File: src/rtl/axi_arb_pkg.sv
// Shared types and default widths for the AXI write-path arbiter and its
// read-path sibling.
package axi_arb_pkg;

  localparam int IDW_DEF = 4;
  localparam int AW_DEF  = 32;
  localparam int DW_DEF  = 32;

  typedef enum logic [1:0] {IDLE, ADDR, DATA, RESP} state_e;

  typedef struct packed {
    logic [IDW_DEF-1:0] id;
    logic [AW_DEF-1:0]  addr;
    logic [3:0]         len;
    logic [2:0]         size;
    logic [1:0]         burst;
  } aw_beat_t;

endpackage

File: src/rtl/rr_arbiter.sv
// Combinational round-robin picker: one-hot grant to the first requester
// at or after ptr, wrapping modulo N.
module rr_arbiter #(
  parameter int N  = 2,
  parameter int PW = (N > 1) ? $clog2(N) : 1
) (
  input  logic [N-1:0]  req,
  input  logic [PW-1:0] ptr,
  output logic [N-1:0]  gnt
);

  logic [PW-1:0] idx;
  logic          found;

  always_comb begin
    gnt   = '0;
    found = 1'b0;
    idx   = '0;
    for (int i = 0; i < N; i++) begin
      idx = PW'((int'(ptr) + i) % N);
      if (!found && req[idx]) begin
        gnt[idx] = 1'b1;
        found    = 1'b1;
      end
    end
  end

endmodule

File: src/rtl/axi_wr_arbiter.sv
// Round-robin AXI write arbiter: one transaction at a time from grant through
// AW, all W beats and the B response, then release back to IDLE.
module axi_wr_arbiter
  import axi_arb_pkg::*;
#(
  parameter int NUM_M = 2,
  parameter int IDW   = IDW_DEF,
  parameter int AW    = AW_DEF,
  parameter int DW    = DW_DEF
) (
  input  logic                   ACLK,
  input  logic                   ARESETn,
  input  logic [NUM_M*IDW-1:0]   m_awid,
  input  logic [NUM_M*AW-1:0]    m_awaddr,
  input  logic [NUM_M*4-1:0]     m_awlen,
  input  logic [NUM_M*3-1:0]     m_awsize,
  input  logic [NUM_M*2-1:0]     m_awburst,
  input  logic [NUM_M-1:0]       m_awvalid,
  output logic [NUM_M-1:0]       m_awready,
  input  logic [NUM_M*IDW-1:0]   m_wid,
  input  logic [NUM_M*DW-1:0]    m_wdata,
  input  logic [NUM_M*DW/8-1:0]  m_wstrb,
  input  logic [NUM_M-1:0]       m_wlast,
  input  logic [NUM_M-1:0]       m_wvalid,
  output logic [NUM_M-1:0]       m_wready,
  output logic [IDW-1:0]         m_bid,
  output logic [1:0]             m_bresp,
  output logic [NUM_M-1:0]       m_bvalid,
  input  logic [NUM_M-1:0]       m_bready,
  output logic [IDW-1:0]         s_awid,
  output logic [AW-1:0]          s_awaddr,
  output logic [3:0]             s_awlen,
  output logic [2:0]             s_awsize,
  output logic [1:0]             s_awburst,
  output logic                   s_awvalid,
  input  logic                   s_awready,
  output logic [IDW-1:0]         s_wid,
  output logic [DW-1:0]          s_wdata,
  output logic [DW/8-1:0]        s_wstrb,
  output logic                   s_wlast,
  output logic                   s_wvalid,
  input  logic                   s_wready,
  input  logic [IDW-1:0]         s_bid,
  input  logic [1:0]             s_bresp,
  input  logic                   s_bvalid,
  output logic                   s_bready,
  output logic [NUM_M-1:0]       grant,
  output logic                   wlast_err
);

  localparam int SW = DW / 8;
  localparam int PW = (NUM_M > 1) ? $clog2(NUM_M) : 1;

  state_e            state, state_nx;
  logic [NUM_M-1:0]  arb_gnt;
  logic [PW-1:0]     rr_ptr, gidx, win;
  logic [3:0]        beat_cnt, len_q;
  logic              beat_last, aw_hs, w_hs, b_hs;

  rr_arbiter #(.N(NUM_M)) u_rr (
    .req (m_awvalid),
    .ptr (rr_ptr),
    .gnt (arb_gnt)
  );

  always_comb begin
    win = '0;
    for (int i = 0; i < NUM_M; i++)
      if (arb_gnt[i]) win = PW'(i);
  end

  // The beat counter, not the master's WLAST, decides where the burst ends.
  assign beat_last = (beat_cnt == len_q);
  assign aw_hs     = (state == ADDR) && m_awvalid[gidx] && s_awready;
  assign w_hs      = (state == DATA) && m_wvalid[gidx] && s_wready;
  assign b_hs      = (state == RESP) && s_bvalid && m_bready[gidx];

  always_comb begin
    state_nx = state;
    case (state)
      IDLE:    if (|m_awvalid)         state_nx = ADDR;
      ADDR:    if (aw_hs)              state_nx = DATA;
      DATA:    if (w_hs && beat_last)  state_nx = RESP;
      RESP:    if (b_hs)               state_nx = IDLE;
      default:                         state_nx = IDLE;
    endcase
  end

  always_comb begin
    s_awid    = '0;
    s_awaddr  = '0;
    s_awlen   = '0;
    s_awsize  = '0;
    s_awburst = '0;
    s_awvalid = 1'b0;
    m_awready = '0;
    s_wid     = '0;
    s_wdata   = '0;
    s_wstrb   = '0;
    s_wlast   = 1'b0;
    s_wvalid  = 1'b0;
    m_wready  = '0;
    s_bready  = 1'b0;
    m_bvalid  = '0;
    m_bid     = '0;
    m_bresp   = '0;
    case (state)
      ADDR: begin
        s_awid    = m_awid[gidx*IDW +: IDW];
        s_awaddr  = m_awaddr[gidx*AW +: AW];
        s_awlen   = m_awlen[gidx*4 +: 4];
        s_awsize  = m_awsize[gidx*3 +: 3];
        s_awburst = m_awburst[gidx*2 +: 2];
        s_awvalid = m_awvalid[gidx];
        m_awready = grant & {NUM_M{s_awready}};
      end
      DATA: begin
        s_wid    = m_wid[gidx*IDW +: IDW];
        s_wdata  = m_wdata[gidx*DW +: DW];
        s_wstrb  = m_wstrb[gidx*SW +: SW];
        s_wlast  = beat_last;
        s_wvalid = m_wvalid[gidx];
        m_wready = grant & {NUM_M{s_wready}};
      end
      RESP: begin
        s_bready = m_bready[gidx];
        m_bvalid = grant & {NUM_M{s_bvalid}};
        m_bid    = s_bid;
        m_bresp  = s_bresp;
      end
      default: ;
    endcase
  end

  always_ff @(posedge ACLK or negedge ARESETn) begin
    if (!ARESETn) begin
      state     <= IDLE;
      grant     <= '0;
      gidx      <= '0;
      rr_ptr    <= '0;
      beat_cnt  <= '0;
      len_q     <= '0;
      wlast_err <= 1'b0;
    end else begin
      state     <= state_nx;
      wlast_err <= w_hs && (m_wlast[gidx] != beat_last);
      case (state)
        IDLE: if (|m_awvalid) begin
          grant  <= arb_gnt;
          gidx   <= win;
          rr_ptr <= (win == PW'(NUM_M - 1)) ? '0 : win + PW'(1);
        end
        ADDR: if (aw_hs) begin
          len_q    <= m_awlen[gidx*4 +: 4];
          beat_cnt <= '0;
        end
        DATA: if (w_hs) beat_cnt <= beat_cnt + 4'd1;
        RESP: if (b_hs) grant <= '0;
        default: ;
      endcase
    end
  end

endmodule

File: config.mk
export PLATFORM = sky130hd
export DESIGN_NAME = axi_wr_arbiter
export DESIGN_NICKNAME = d
export VERILOG_FILES = /design/src/rtl/axi_arb_pkg.sv /design/src/rtl/rr_arbiter.sv /design/src/rtl/axi_wr_arbiter.sv
export SDC_FILE = /design/constraint.sdc
export NUM_CORES = 1
export LEC_CHECK = 0
export BUFFER_PORTS_ARGS = -buffer_cell sky130_fd_sc_hd__clkbuf_2
export CORE_AREA = 2 2 113 115
export DETAILED_ROUTE_END_ITERATION = 7
export DIE_AREA = 0 0 115 117
export PLACE_DENSITY = 0.64
export RECOVER_POWER = 50
export SLEW_MARGIN = 0
export SYNTH_ARGS = -nofsm -noshare
export SYNTH_HDL_FRONTEND = slang
export SYNTH_SLANG_ARGS = --single-unit
export TNS_END_PERCENT = 100
File: constraint.sdc
create_clock -name ACLK -period 2 [get_ports ACLK]
set_input_delay 0.2 -clock ACLK [delete_from_list [all_inputs] [get_ports ACLK]]
set_output_delay 0.2 -clock ACLK [all_outputs]
set_load 0.02 [all_outputs]
==> results.toml <==
[pwr]
vdd_drop_max_uv = 877
power.leakage_uw = 0.00249
power_uw = 5550
powerDensity_nw_per_um2 = 1330

[yosys]
syn_nets = 495
yosysUniqueCellTypes = 36
ys_top_cells_by_area = "mux2i_1, dfrtp_1, nor2b_1"
synth-seq-cells = 15
synthArstFlopShare_pct = 100
synth_edf_count = 0
yosysTopAreaCellShare_pct = 37.2
synth_top_area_cell = "mux2i_1"
synth_area_per_cell_sq_um = 7.96
synthFlopType = "dfrtp_1"
postSynthCellCount = 301
synth_sequential_area_ratio_pct = 15.7
yosys_warnings = 0
syn-cell-area_sq_um = 2390

[sta]
fin_crit_ns = 1.94
slew_violations = 0
finClkSkew_ns = 0.00164
timing.fmax_mhz = 515
finalHoldViolCount = 0
rsz0062_at_grt = "yes"
maxSlewHeadroom_pct = 43.7
fin_crit_sh_pct = 97.0
worstMarginPinSlew_ns = 0.844
setup_viol = 0

[setup_path]
startpoint_type = "flop"
crit_type = "reg -> out"
path_cells = "buf_12 -> mux2i_1 -> buf_4 -> nor2b_1 -> clkbuf_2"
cpLargestDelayFamily = "buffers and inverters"
crit_arrival_ns = 1.74
critical_path_required_ns = 1.80
cp-end-kind = "output port"
cp.buffers_inverters = 3
cp_slowest_stage_delay_ns = 0.50
slowest_stage = "dfrtp_4"
crit_fanout = 38

[global_routing]
grt_usage_pct = 12.4
antenna_found_initial = 0
grt_max_degree = 45
first_global_vias = 2793
grt-ovfl-total = 0
grt_pass1_wl_mm = 13.4

[drt]
vias = 3218
post-route-drc-count = 0
first_pass_iters = 4
antenna_left = 0
routed_via_density = 4.33
drtIter0Drc = 58
totalWireLength_mm = 9.61
wl_per_cell_um = 12.9

[cells_and_area]
fin_cells = 743
drive_above_1_share_pct = 51.6
diodes = 0
area_growth_pct = 74.9
final_cell_mix = "clkbuf_2, mux2i_1, nor2b_1, nor2_1"
layout_commonest_cell = "clkbuf_2"
nets = 788
stdcell_area_sq_um = 4190

[floorplanning]
coreArea_sq_um = 12300
die_area_sq_um = 13500
num_io_pins = 293
die_w_um = 115
start_util_pct = 19.5
die_y_um = 117
rows = 41

[placement]
hpwl_mm = 8.25
io_buffers = 292
place_area_sq_um = 4100
placed_cells = 736
place.gp.congestion = 0.797

[min_path]
hp-class = "in -> reg"

[clock_tree]
htreeDepth = 1
clkTransAtPathRegs_ns = 0.05
ctsRootBufferMaster = "clkbuf_16"
cts_made_buffers = 3
cts_sinks = 15
max-clock-path-buffers = 2
tritoncts = "done"
insertion_delay_ns = 0.25

[run]
maxCapViolations = 0

[outcome]
status = "completed"
path summary, 6_finish.rpt:
| kind | from | end | slack [ns] | cells after the start |
|---|---|---|---|---|
| worst max-delay path | gidx | s_awaddr[2] | 0.06 | 5 |
| worst min-delay path | m_awvalid[1] | rr_ptr | 0.23 | 2 |
| worst max register to register | state[0] | state[0] | 0.18 | 5 |
| worst min register to register | rr_ptr | rr_ptr | 0.55 | 1 |
| max in group asynchronous | ARESETn | gidx | 0.82 | 2 |
| min in group asynchronous | ARESETn | gidx | 0.57 | 2 |
synthesized netlist by cell type (all sizes together), types with 4 or more instances:
cell type   n
nand2       5
nor2       49
ha          5
and3        5
and2        8
nand3       4
o21ai       8
nor2b      49
a21oi       9
mux2i      89
inv         4
buf        11
clkbuf     11
dfrtp      15
xor2        5
logic make-up (layout without fill, tap and decap cells):
logic type               after synthesis  count (layout)  synth area share [%]
multiplexers                          90              90                  37.7
AO/OA/AOI/OAI                         30              30                  8.46
AND/OR/NAND/NOR                      129             129                  28.7
adder cells (fa/ha/maj)                5               5                  2.61
buffers and inverters                 27             319                  5.07
flip-flops                            15              15                  15.7
XOR/XNOR                               5               5                  1.83
worst register-to-register path, delay by kind of cell, from the launching register on:
family / cells / cell delay [ns]
and+or+nand+nor: 2 / 0.53
DFF: 1 / 0.41
AOI/OAI and AO/OA: 2 / 0.39
adders and majority gates: 1 / 0.37
power by group:
part	internal [uW]	switching, uW
clock network	268	131
registers	448	154
logic	1870	2680
per-layer routing:
layer	wire (um)	up-vias	GRT usage (%)
li1	-	1626	-
met1	4200	1428	16.1
met2	4580	160	22.2
met3	791	4	2.32
met4	40	0	1.69
met5	0	-	0
timing repair:
action	in CTS	in global routing
resized for setup	1	2
setup endpoints to repair	1	78
buffers inserted	0	2
hold endpoints to repair	15	0
cloned	0	0
hold buffers	1	0
pin swaps	0	1
registers in the layout (all words and copies together) (netlist names):
register	count
beat_cnt	4
gidx	1
grant	2
len_q	4
rr_ptr	1
state	2
wlast_err	1
per-stage QoR:
step	utilization, %	hold WS [ns]	setup WS [ns]	setup TNS [ns]
2_1_floorplan	-	-0.0956	0.126	0
3_3_place_gp	33.3	0.137	0.203	0
3_5_place_dp	33.3	0.143	0.194	0
4_1_cts	34.0	0.233	0.0235	0
5_1_grt	34.0	0.244	-0.0209	-0.0889
6_report	34.0	0.232	0.0592	0
layout make-up:
| class | instances | area [sq um] |
|---|---|---|
| fill | 1366 | 8120 |
| multi-input combinational | 259 | 1900 |
| timing repair buffer | 310 | 1620 |
| sequential | 15 | 379 |
| tap | 150 | 188 |
| clock buffer | 3 | 75.1 |
| inverter | 5 | 20.0 |
| clock inverter | 1 | 5.00 |
Note: power is estimated with default switching activity, not from simulation.
